--- config.mk ---
export PLATFORM = sky130hd
export DESIGN_NAME = mp_add_sequencer
export DESIGN_NICKNAME = d
export VERILOG_FILES = /design/src/rtl/mp_add_pkg.sv /design/src/rtl/carry_lookahead_adder_32_bit.sv /design/src/rtl/mp_add_sequencer.sv
export SDC_FILE = /design/constraint.sdc
export NUM_CORES = 1
export LEC_CHECK = 0
export BUFFER_PORTS_ARGS = -buffer_cell sky130_fd_sc_hd__buf_2
export CORE_ASPECT_RATIO = 0.9
export CORE_MARGIN = 1.5
export CORE_UTILIZATION = 40
export DETAILED_ROUTE_END_ITERATION = 8
export GPL_TIMING_DRIVEN = 0
export PLACE_DENSITY_LB_ADDON = 0.2
export REMOVE_ABC_BUFFERS = 1
export SKIP_LAST_GASP = 1
export SLEW_MARGIN = 30
export SYNTH_ARGS = -nofsm -noshare
export SYNTH_HDL_FRONTEND = slang
export SYNTH_SLANG_ARGS = --single-unit
--- constraint.sdc ---
create_clock -name clk -period 4.1 [get_ports clk]
set_input_delay 0.82 -clock clk [delete_from_list [all_inputs] [get_ports clk]]
set_output_delay 0.82 -clock clk [all_outputs]
set_load 0.005 [all_outputs]
--- src/rtl/mp_add_pkg.sv ---
// Shared types and constants for the multi-precision add/subtract sequencer.
package mp_add_pkg;

  localparam int WORD_W    = 32;
  localparam int MAX_WORDS = 16;

  typedef enum logic [1:0] {
    IDLE = 2'd0,
    RUN  = 2'd1,
    DONE = 2'd2
  } mp_state_t;

  // Word index width; a single-word operand still needs a one-bit counter.
  function automatic int idx_width(input int words);
    return (words > 1) ? $clog2(words) : 1;
  endfunction

endpackage

--- src/rtl/carry_lookahead_adder_32_bit.sv ---
// 32-bit two-level carry-lookahead adder: 4-bit groups with group generate/propagate.
module carry_lookahead_adder_32_bit (
  input  logic [31:0] a_i,
  input  logic [31:0] b_i,
  input  logic        cin_i,
  output logic [31:0] sum_o,
  output logic        cout_o
);

  // Bit and group lookahead terms, then per-bit carries from the group carry-in
  always_comb begin
    logic [31:0] g_s;
    logic [31:0] p_s;
    logic [7:0]  gg_s;
    logic [7:0]  gp_s;
    logic [8:0]  gc_s;
    logic [32:0] c_s;
    g_s  = a_i & b_i;
    p_s  = a_i ^ b_i;
    gg_s = 8'd0;
    gp_s = 8'd0;
    gc_s = 9'd0;
    c_s  = 33'd0;
    for (int k = 0; k < 8; k++) begin
      gg_s[k] = g_s[4*k+3]
              | (p_s[4*k+3] & g_s[4*k+2])
              | (p_s[4*k+3] & p_s[4*k+2] & g_s[4*k+1])
              | (p_s[4*k+3] & p_s[4*k+2] & p_s[4*k+1] & g_s[4*k]);
      gp_s[k] = &p_s[4*k +: 4];
    end
    gc_s[0] = cin_i;
    for (int k = 0; k < 8; k++) begin
      gc_s[k+1] = gg_s[k] | (gp_s[k] & gc_s[k]);
    end
    for (int k = 0; k < 8; k++) begin
      c_s[4*k]   = gc_s[k];
      c_s[4*k+1] = g_s[4*k] | (p_s[4*k] & gc_s[k]);
      c_s[4*k+2] = g_s[4*k+1] | (p_s[4*k+1] & g_s[4*k])
                 | (p_s[4*k+1] & p_s[4*k] & gc_s[k]);
      c_s[4*k+3] = g_s[4*k+2] | (p_s[4*k+2] & g_s[4*k+1])
                 | (p_s[4*k+2] & p_s[4*k+1] & g_s[4*k])
                 | (p_s[4*k+2] & p_s[4*k+1] & p_s[4*k] & gc_s[k]);
    end
    c_s[32] = gc_s[8];
    sum_o   = p_s ^ c_s[31:0];
    cout_o  = c_s[32];
  end

endmodule

--- src/rtl/mp_add_sequencer.sv ---
// Word-serial multi-precision add/subtract over one 32-bit CLA, LSW first.
// Optional MP_ADD_FLAGS_EN adds registered zero_flag / ovf_flag outputs.
module mp_add_sequencer
  import mp_add_pkg::*;
#(
  parameter int WORDS = 4
) (
  input  logic                  clk,
  input  logic                  rst,
  input  logic                  in_valid,
  output logic                  in_ready,
  input  logic [32*WORDS-1:0]   op_a,
  input  logic [32*WORDS-1:0]   op_b,
  input  logic                  op_sub,
  input  logic                  abort,
  output logic                  res_valid,
  input  logic                  res_ready,
  output logic [32*WORDS-1:0]   result,
  output logic                  carry_out,
`ifdef MP_ADD_FLAGS_EN
  output logic                  zero_flag,
  output logic                  ovf_flag,
`endif
  output logic                  busy
);

  localparam int IDX_W = idx_width(WORDS);
  localparam logic [IDX_W-1:0] LAST_IDX = IDX_W'(WORDS - 1);

  mp_state_t state_q, state_d;
  logic [IDX_W-1:0]              idx_q;
  logic [WORDS-1:0][WORD_W-1:0]  a_q;
  logic [WORDS-1:0][WORD_W-1:0]  b_q;
  logic [WORDS-1:0][WORD_W-1:0]  result_q;
  logic                          carry_q;
  logic                          carry_out_q;
  logic                          res_valid_q;

  logic [WORD_W-1:0] word_a_s;
  logic [WORD_W-1:0] word_b_s;
  logic [WORD_W-1:0] sum_s;
  logic              cout_s;
  logic              last_s;

  assign word_a_s = a_q[idx_q];
  assign word_b_s = b_q[idx_q];
  assign last_s   = (idx_q == LAST_IDX);

  carry_lookahead_adder_32_bit u_cla (
    .a_i    (word_a_s),
    .b_i    (word_b_s),
    .cin_i  (carry_q),
    .sum_o  (sum_s),
    .cout_o (cout_s)
  );

`ifdef MP_ADD_FLAGS_EN
  logic [WORDS-1:0][WORD_W-1:0] res_next_s;
  logic zero_flag_q;
  logic ovf_flag_q;
  logic msb_cin_s;

  // Full result as it will look after the final word is written
  always_comb begin
    res_next_s        = result_q;
    res_next_s[idx_q] = sum_s;
    msb_cin_s         = word_a_s[WORD_W-1] ^ word_b_s[WORD_W-1] ^ sum_s[WORD_W-1];
  end

  // Flags register alongside the final result word
  always_ff @(posedge clk) begin
    if (rst) begin
      zero_flag_q <= 1'b0;
      ovf_flag_q  <= 1'b0;
    end else if ((state_q == RUN) && !abort && last_s) begin
      zero_flag_q <= ~|res_next_s;
      ovf_flag_q  <= msb_cin_s ^ cout_s;
    end
  end

  assign zero_flag = zero_flag_q;
  assign ovf_flag  = ovf_flag_q;
`endif

  // State register
  always_ff @(posedge clk) begin
    if (rst) begin
      state_q <= IDLE;
    end else begin
      state_q <= state_d;
    end
  end

  // Next-state decode; abort only matters while words are being processed
  always_comb begin
    state_d = state_q;
    case (state_q)
      IDLE: begin
        if (in_valid) begin
          state_d = RUN;
        end else begin
          state_d = IDLE;
        end
      end
      RUN: begin
        if (abort) begin
          state_d = IDLE;
        end else if (last_s) begin
          state_d = DONE;
        end else begin
          state_d = RUN;
        end
      end
      DONE: begin
        if (res_ready) begin
          state_d = IDLE;
        end else begin
          state_d = DONE;
        end
      end
      default: state_d = IDLE;
    endcase
  end

  // Handshake outputs decoded from the state register only
  always_comb begin
    in_ready = 1'b0;
    busy     = 1'b0;
    case (state_q)
      IDLE:    begin in_ready = 1'b1; busy = 1'b0; end
      RUN:     begin in_ready = 1'b0; busy = 1'b1; end
      DONE:    begin in_ready = 1'b0; busy = 1'b1; end
      default: begin in_ready = 1'b0; busy = 1'b0; end
    endcase
  end

  // Operand capture, per-word accumulation and result hold
  always_ff @(posedge clk) begin
    if (rst) begin
      idx_q       <= '0;
      a_q         <= '0;
      b_q         <= '0;
      result_q    <= '0;
      carry_q     <= 1'b0;
      carry_out_q <= 1'b0;
      res_valid_q <= 1'b0;
    end else begin
      case (state_q)
        IDLE: begin
          if (in_valid) begin
            // Subtract is A + ~B + 1: the +1 rides in as the first carry
            a_q     <= op_a;
            b_q     <= op_sub ? ~op_b : op_b;
            carry_q <= op_sub;
            idx_q   <= '0;
          end
        end
        RUN: begin
          if (abort) begin
            carry_q <= 1'b0;
          end else begin
            result_q[idx_q] <= sum_s;
            carry_q         <= cout_s;
            idx_q           <= idx_q + IDX_W'(1);
            if (last_s) begin
              carry_out_q <= cout_s;
              res_valid_q <= 1'b1;
            end
          end
        end
        DONE: begin
          if (res_ready) begin
            res_valid_q <= 1'b0;
          end
        end
        default: begin
          res_valid_q <= 1'b0;
        end
      endcase
    end
  end

  assign result    = result_q;
  assign carry_out = carry_out_q;
  assign res_valid = res_valid_q;

endmodule

==> results.toml, run 1 <==
[logic_synthesis]
synthTopCellsByArea = "dfxtp_1, nand2_1, mux4_2"
netlist_area_um2 = 17700
ys_seq_area_share_pct = 44.3
yosysTopAreaCellShare_pct = 44.3
synth-edff-count = 0
postSynthAreaPerCell_um2 = 8.96
yosysWarnings = 0
synth_most_common_cell = "nand2_1"
ys_ff_latch = 391
async_flop_share_pct = 0
ys_types = 68
synth_top_area_cell = "dfxtp_1"
netlist_instances = 1971
synth_ff_type = "dfxtp_1"
ys_top_cells_by_count = "nand2_1, dfxtp_1, a21oi_1"

[clocking]
cts_root_buf = "clkbuf_16"
htree_levels = 2
insertion_delay_ns = 0.56
numCtsBuffers = 43
cts_tree = "yes"
numClockSinks = 391
clkSlewWorstSetupHoldPaths_ns = 0.06
cts.path.max_buffers = 3

[worst_setup_path]
arrival_ns = 4.35
rrSetupSlack_ns = 0.17
critPathMostFrequentCell = "buf_12"
cp_max_fo = 6
path_buf_inv = 5
cpPeakStageDelay_ns = 0.55
r2r_start = "idx_q[0]$_SDFFE_PP0P_"
required_ns = 4.51
reg2reg_to = "result[61]$_SDFFE_PP0P_"
crit_family = "compound AO/OA/AOI/OAI gates"
startpoint_type = "flip-flop"
rr_worst_depth = 15
slowest_stage = "mux4_2"
cp_cell_sequence = "buf_12, buf_6, mux4_2, ha_4, a211oi_4, o21ai_4, a311oi_4, buf_4, nand2_1, a21boi_4, buf_12, inv_1, fa_1, xnor2_2, a211oi_1"
end_kind = "flip-flop"
crit_type = "reg -> reg"

[placement]
place_inst = 2768
portBuffers = 393
hpwlAfterDp_mm = 35.1
placed_area_um2 = 20100
gp_congestion = 0.771

[timing]
layout_min_cycle_time_ns = 3.93
report.final.slew_viol_count = 0
hold_viol = 0
setup-tns-final_ns = 0
finClkSkew_ns = 0.0153
slew_headroom_pct = 45.8
worst_slew_pin_slew_ns = 0.810
finalCritPeriodShare_pct = 96.0
finalSetupViolations = 0
max_freq_ghz = 0.254
whs_ns = 0.451

[floorplanning]
fp.dieH_um = 202
dieArea_um2 = 45400
rows = 72
initial_core_util_pct = 40.8
dieWidth_um = 224
core_um2 = 43200
pin_count = 394

[global_route]
first_global_vias = 14400
grt_max_degree = 106
grt_remaining_overflow = 0
grt_pass1_wl_mm = 80.7
antenna_found_initial = 3
grt.total_usage_pct = 22.5

[run]
maxCapViolCount = 0

[power]
p_clk_share_pct = 41.6
power_density_nw_per_um2 = 421
seqPwrFrac_pct = 44.0
internal_power_mw = 6.89
leakagePower_nw = 8.79
sw_frac_of_total_pct = 26.1
p_sw_mw = 2.44
combinationalPowerShare_pct = 14.4
irDropWorstVdd_uv = 258
power_mw = 9.33

[detailed_routing]
firstDrtPassIters = 5
wl_met1_mm = 23.7
routedWlPerCell_um = 18.2
drt_iter0_drc = 863
postRouteAntennaNets = 0
top_layer_used = "met5"
drc = 0
dr_total_vias = 15100
viasPerCell = 5.23
wl_met3_mm = 3.66
met2RoutedLength_mm = 23.8
finalWirelength_mm = 52.4

[hold_path]
hp-start = "a_q[110]$_SDFFE_PP0P_"
holdPathStages = 2
min_path_type = "reg -> reg"
worstHoldEndpoint = "a_q[110]$_SDFFE_PP0P_"

[final_layout]
final-seq-area_um2 = 7840
stdcell_count = 2877
multi_input_area_um2 = 9380
syn_to_final_growth_pct = 25.4
stdcell_area_um2 = 22100
fill_cells = 4094
drive_above_1_share_pct = 27.4
layout.nets = 2599

[run_status]
run_status = "finished clean"
[flip-flops by register name, indices dropped and copies added, names as in the netlist]
signal,flops
a_q,128
b_q,128
result,128
idx_q,2
state_q,2
carry_out,1
carry_q,1
res_valid,1
[cells in the final DEF (no fill, tap or decap), types with 8 or more instances in the layout]
master	n
buf_12	8
buf_4	20
nand2_1	409
a211oi_1	163
buf_16	15
clkbuf_16	46
o31ai_1	8
nand3_1	37
clkbuf_1	10
dfxtp_1	389
a21o_1	8
ha_1	27
mux4_2	64
clkbuf_8	12
buf_2	391
nand4_1	10
nor2_1	181
a21oi_1	212
inv_1	14
o21ai_0	11
xnor2_1	136
[power groups by stage]
| stage | Combinational (mW) | Clock, mW | Sequential (mW) |
|---|---|---|---|
| CTS | 1.29 | 3.96 | 4.11 |
| global route | 1.48 | 4.12 | 4.13 |
| global placement | 1.32 | 0 | 4.20 |
| detailed placement | 1.26 | 0 | 4.19 |
| floorplan | 0.827 | 0 | 4.17 |
| finish | 1.34 | 3.88 | 4.11 |
[layer usage]
layer  vias up  GRT usage [%]
met1      7077           30.4
met5         -              0
met4         4           7.21
li1       7474              -
met2       424           35.6
met3        77           5.36
[cell families after synthesis]
kind of cell             count (synthesis)  synth area share (%)
buffers and inverters                  182                  4.15
AO/OA/AOI/OAI                          459                  16.8
adder cells (fa/ha/maj)                 48                  3.74
XOR/XNOR                               145                  7.23
multiplexers                            65                  8.23
flip-flops                             391                  44.3
AND/OR/NAND/NOR                        681                  15.5
[layout make-up]
class | instances | share of cell area, %
Multi-Input combinational cell | 1398 | 42.3
Sequential cell | 391 | 35.4
Timing Repair Buffer | 440 | 12.5
Clock buffer | 67 | 6.00
Tap cell | 555 | 3.14
Clock inverter | 10 | 0.390
Inverter | 15 | 0.254
Antenna cell | 1 | 0.0113
[metrics by stage]
step | util, % | worst slack (ns)
2_1_floorplan | - | -4.04
3_3_place_gp | 45.4 | -7.07
3_5_place_dp | 46.5 | -0.634
4_1_cts | 50.4 | -0.00427
5_1_grt | 51.2 | -0.00679
6_report | 51.2 | 0.165
[tightest hold or removal path, stage by stage (launching register included)]
cell and delay [ns]:
dfxtp_1 0.30, nand2_1 0.05, a21oi_1 0.05
[worst max-delay path by stage]
stage / endpoint / from / cells past startpoint / slack [ns]
CTS: result[25]$_SDFFE_PP0P_ / idx_q[0]$_SDFFE_PP0P_ / 12 / -0.004
global route: result[125]$_SDFFE_PP0P_ / idx_q[0]$_SDFFE_PP0P_ / 15 / -0.007
global placement: carry_q$_SDFFE_PP0P_ / in_valid / 6 / -7.07
finish: result[61]$_SDFFE_PP0P_ / idx_q[0]$_SDFFE_PP0P_ / 15 / 0.17
detailed placement: result[25]$_SDFFE_PP0P_ / idx_q[0]$_SDFFE_PP0P_ / 12 / -0.63
floorplan: carry_q$_SDFFE_PP0P_ / in_valid / 5 / -4.04
[repair_timing]
action	CTS	global route
hold buffers	0	0
setup buffers	11	17
pin swaps	5	10
cloned	2	1
gates resized for setup	11	38
setup endpoints to repair	54	47
(Power assumes the default switching activity.)
==> run 2, diff against run 1 <==
Settings changed: PLACE_DENSITY_LB_ADDON 0.2 to default.
==> results.toml, run 2 (synthesis gave the netlist of run 1 again) <==
[placement]
hpwlAfterDp_mm = 36.1
gp_congestion = 0.807
portBuffers = 393
place_worst_setup_slack_ns = -0.639

[timing]
layout_min_cycle_time_ns = 3.95
max_freq_ghz = 0.253
setup-tns-final_ns = 0
worst_slack_ns = 0.151
rsz0062_at_grt = "no"
finClkSkew_ns = 0.00906
report.final.slew_viol_count = 0
hold_viol = 0
finalSetupViolations = 0
finalCritPeriodShare_pct = 96.3
slew_headroom_pct = 43.5
worst_slew_pin_slew_ns = 0.844

[global_route]
grt_remaining_overflow = 0
grt_pass1_wl_mm = 80.7
antenna_found_initial = 6
grt.total_usage_pct = 22.5
first_global_vias = 14500
grt_max_degree = 107

[worst_setup_path]
cpPeakStageDelay_ns = 0.56
arrival_ns = 4.35
required_ns = 4.50
startpoint_type = "flip-flop"
cp_cell_sequence = "buf_12, buf_16, mux4_2, ha_4, a211oi_4, o21bai_4, a311oi_2, buf_4, a2bb2oi_4, a21o_2, a21o_1, fa_2, xnor2_4, a211oi_1"
cp_max_fo = 7
slowest_stage = "mux4_2"
crit_type = "reg -> reg"
crit_family = "compound AO/OA/AOI/OAI gates"
end_kind = "flip-flop"
path_buf_inv = 3

[power]
internal_power_mw = 6.96
power_mw = 9.37
p_sw_mw = 2.41
p_clk_share_pct = 41.9
leakagePower_nw = 8.79
seqPwrFrac_pct = 43.8
sw_frac_of_total_pct = 25.7
combinationalPowerShare_pct = 14.3
power_density_nw_per_um2 = 424
irDropWorstVdd_uv = 331

[final_layout]
syn_to_final_growth_pct = 25.1
layout.nets = 2592
postLayoutCoreUtil_pct = 51.1
drive_above_1_share_pct = 26.9
final_common_cell = "nand2_1"
fill_cells = 4064
layout.cells.most_common_list = "nand2_1, buf_2, dfxtp_1"

[floorplanning]
dieWidth_um = 224
rows = 72
pin_count = 394
fp.dieH_um = 202
core_um2 = 43200
dieArea_um2 = 45400
initial_core_util_pct = 40.8

[clocking]
cts_tree = "yes"
postCtsHoldBufs = 0
htree_levels = 2
insertion_delay_ns = 0.56
cts.path.max_buffers = 3
numClockSinks = 391
clkSlewWorstSetupHoldPaths_ns = 0.06
cts_root_buf = "clkbuf_16"
numCtsBuffers = 42

[detailed_routing]
viasPerCell = 5.23
drt_iter0_drc = 865
dr_total_vias = 15000
firstDrtPassIters = 5
postRouteAntennaNets = 0
routedWlPerCell_um = 18.3
finalWirelength_mm = 52.6
drc = 0

[hold_path]
min_path_type = "reg -> reg"

[run_status]
run_status = "finished clean"

[run]
maxCapViolCount = 0
[run 2: cell types whose count changed in the layout (fill, tap and decap cells not counted), moves of 2 or more]
cell      previous run  this run
a21oi_1            212       215
a21oi_2              5         2
buf_4               20        13
clkbuf_1            10         8
clkinv_2             6         8
clkinv_4             2         0
diode_2              1         4
ha_1                27        33
ha_2                 7         4
ha_4                 6         3
[run 2: final cells by class]
cell class | count | area [um2] | share of cell area [%]
diodes | 4 | 10.0 | 0.0453
multi-input cells | 1398 | 9300 | 42.1
well taps | 555 | 694 | 3.14
inverters | 15 | 56.3 | 0.255
repair buffers | 434 | 2750 | 12.5
flip-flops and latches | 391 | 7840 | 35.5
clock inverters | 11 | 108 | 0.487
clock buffers | 66 | 1340 | 6.04
[run 2: path summary, 6_finish.rpt]
path / startpoint / end / slack [ns] / cells after the start
max: idx_q[0]$_SDFFE_PP0P_ / result[25]$_SDFFE_PP0P_ / 0.15 / 14
min: a_q[85]$_SDFFE_PP0P_ / a_q[85]$_SDFFE_PP0P_ / 0.45 / 2
max reg2reg: idx_q[0]$_SDFFE_PP0P_ / result[25]$_SDFFE_PP0P_ / 0.15 / 14
min reg2reg: a_q[85]$_SDFFE_PP0P_ / a_q[85]$_SDFFE_PP0P_ / 0.45 / 2
[run 2: per-layer routing]
layer | part of all wire, % | vias to the layer above | wire [um] | track usage, %
met5 | 0.029 | - | 15 | 0
met4 | 2.1 | 4 | 1110 | 5.90
met1 | 46 | 7083 | 24100 | 30.1
met3 | 7.1 | 70 | 3720 | 5.79
met2 | 45 | 400 | 23700 | 36.1
li1 | - | 7467 | - | -
[run 2: repair_timing]
| action | in CTS | in global routing |
|---|---|---|
| gates cloned | 2 | 2 |
| buffers inserted | 9 | 10 |
| pin swaps | 5 | 9 |
| gates resized for setup | 16 | 22 |
| endpoints found under the setup margin | 49 | 27 |
[run 2: worst register-to-register path: cells and delay by family (launching register included)]
kind | cells | cell delay, ns
adders and majority gates | 2 | 0.69
xor gates and xnor gates | 1 | 0.29
muxes | 1 | 0.58
buffers and inverters | 3 | 0.49
DFF | 1 | 0.41
AOI/OAI and AO/OA | 7 | 1.34
[run 2: metrics by stage]
| stage | hold slack (ns) | instance area (um2) | std cells |
|---|---|---|---|
| 3_5_place_dp | 0.444 | 20200 | 2770 |
| 2_1_floorplan | 0.427 | 17000 | 1804 |
| 3_3_place_gp | 0.439 | 19600 | 2752 |
| 5_1_grt | 0.465 | 22100 | 2873 |
| 6_report | 0.451 | 22100 | 2874 |
| 4_1_cts | 0.452 | 21800 | 2858 |
[run 2: power groups by stage]
stage               clock network, mW  logic, mW  registers, mW
floorplan                           0      0.827           4.17
global placement                    0       1.33           4.20
detailed placement                  0       1.27           4.19
CTS                              3.99       1.32           4.11
global route                     4.14       1.47           4.13
finish                           3.92       1.34           4.11
==> run 3, diff against run 2 <==
Settings changed: CORE_UTILIZATION 40 to 29.
==> results.toml, run 3 (synthesis gave the netlist of run 1 again) <==
[placement]
hpwlAfterDp_mm = 39.7
portBuffers = 393
gp_congestion = 0.789

[clocking]
postCtsHoldBufs = 0
htree_levels = 2
cts_tree = "yes"
insertion_delay_ns = 0.56
numCtsBuffers = 43
cts_root_buf = "clkbuf_16"
clkSlewWorstSetupHoldPaths_ns = 0.06
numClockSinks = 391
cts.path.max_buffers = 3

[timing]
rsz0062_at_grt = "yes"
finClkSkew_ns = 0.0149
finalSetupViolations = 0
finalCritPeriodShare_pct = 96.1
layout_min_cycle_time_ns = 3.94
hold_viol = 0
slew_headroom_pct = 42.1
worst_slew_pin_slew_ns = 0.863
max_freq_ghz = 0.254
report.final.slew_viol_count = 0
whs_ns = 0.449

[floorplanning]
fp.dieH_um = 237
pin_count = 394
core_um2 = 60000
initial_core_util_pct = 29.4
dieWidth_um = 263
dieArea_um2 = 62400
rows = 85

[worst_setup_path]
slowest_stage = "fa_1"
cp_max_fo = 13
rr_worst_depth = 14
startpoint_type = "flip-flop"
required_ns = 4.58
end_kind = "flip-flop"
crit_type = "reg -> reg"
crit_family = "compound AO/OA/AOI/OAI gates"
r2r_start = "idx_q[0]$_SDFFE_PP0P_"
cpPeakStageDelay_ns = 0.69
cp_cell_sequence = "buf_12, buf_16, mux4_2, ha_4, a211oi_4, o21bai_4, a311oi_4, nand2_1, a21boi_4, buf_12, inv_1, fa_1, nand2_1, a21oi_1"
reg2reg_to = "result[28]$_SDFFE_PP0P_"
rrSetupSlack_ns = 0.16
arrival_ns = 4.42
path_buf_inv = 4

[detailed_routing]
drt_iter0_drc = 793
firstDrtPassIters = 5
dr_total_vias = 15200
postRouteAntennaNets = 0
drc = 0
viasPerCell = 4.93
finalWirelength_mm = 55.8
routedWlPerCell_um = 18.1

[final_layout]
layout.cells.most_common_list = "nand2_1, buf_2, dfxtp_1"
layout.nets = 2587
final_common_cell = "nand2_1"
syn_to_final_growth_pct = 25.9
multi_input_area_um2 = 9310
postLayoutCoreUtil_pct = 37.1
drive_above_1_share_pct = 26.4
final-seq-area_um2 = 7840
fill_cells = 6123

[global_route]
grt.total_usage_pct = 17.5
grt_pass1_wl_mm = 85.3
antenna_found_initial = 5
first_global_vias = 14700
grt_remaining_overflow = 0
grt_max_degree = 118

[hold_path]
worstHoldEndpoint = "result[4]$_SDFFE_PP0P_"
hp-start = "result[4]$_SDFFE_PP0P_"
holdPathStages = 2
min_path_type = "reg -> reg"

[run]
maxCapViolCount = 0

[power]
leakagePower_nw = 8.74
power_density_nw_per_um2 = 412
irDropWorstVdd_uv = 296

[run_status]
run_status = "finished clean"
==> run 3: worst max-delay path by stage <==
stage | startpoint | end | slack (ns) | cells past startpoint
5_1_grt | idx_q[0]$_SDFFE_PP0P_ | result[120]$_SDFFE_PP0P_ | -0.02 | 13
3_5_place_dp | idx_q[0]$_SDFFE_PP0P_ | result[25]$_SDFFE_PP0P_ | -0.86 | 11
2_1_floorplan | in_valid | carry_q$_SDFFE_PP0P_ | -4.04 | 5
4_1_cts | idx_q[0]$_SDFFE_PP0P_ | result[25]$_SDFFE_PP0P_ | 0.01 | 13
3_3_place_gp | in_valid | a_q[105]$_SDFFE_PP0P_ | -7.12 | 4
6_report | idx_q[0]$_SDFFE_PP0P_ | result[28]$_SDFFE_PP0P_ | 0.16 | 14
==> run 3: power by group <==
part	internal [mW]	switching [mW]
sequential	4.01	0.103
clock	2.12	1.56
combinational	0.585	0.771
==> run 3: timing repair <==
| item | 4_1_cts | 5_1_grt |
|---|---|---|
| pin swaps | 5 | 6 |
| hold endpoints to repair | 0 | 0 |
| setup buffers | 11 | 1 |
| resized for setup | 24 | 14 |
| endpoints found under the setup margin | 79 | 28 |
| gates cloned | 2 | 0 |
==> run 3: worst register-to-register path: stages (launching register included) <==
cell	delay, ns
dfxtp_4	0.42
buf_12	0.17
buf_16	0.19
mux4_2	0.58
ha_4	0.30
a211oi_4	0.27
o21bai_4	0.13
a311oi_4	0.34
nand2_1	0.15
a21boi_4	0.19
buf_12	0.13
inv_1	0.06
fa_1	0.69
nand2_1	0.10
a21oi_1	0.16
==> run 3: final cells by class <==
class | instances | share of cell area, %
Timing Repair Buffer | 428 | 12.3
Sequential cell | 391 | 35.2
Clock inverter | 9 | 0.219
Tap cell | 783 | 4.41
Inverter | 15 | 0.253
Clock buffer | 63 | 5.68
Antenna cell | 1 | 0.0113
Multi-Input combinational cell | 1398 | 41.9
==> run 3: through the flow <==
stage          power (mW)  setup TNS (ns)  std cells  setup slack (ns)  instance area, um2
5_1_grt              9.56         -0.0175       3087           -0.0157               22200
3_5_place_dp         5.50          -26.00       3001            -0.859               20500
3_3_place_gp         5.55        -2148.67       2980             -7.12               19900
6_report             9.15               0       3088             0.161               22200
2_1_floorplan        5.00        -1087.24       1804             -4.04               17000
4_1_cts              9.26               0       3086           0.00981               22200
==> run 3: layer usage <==
metal,vias up,wire [um],global-route usage [%]
li1,7443,-,-
met1,7232,25300,23.2
met2,457,25800,28.8
met3,86,3460,3.63
met4,8,1250,4.55
met5,-,46,0
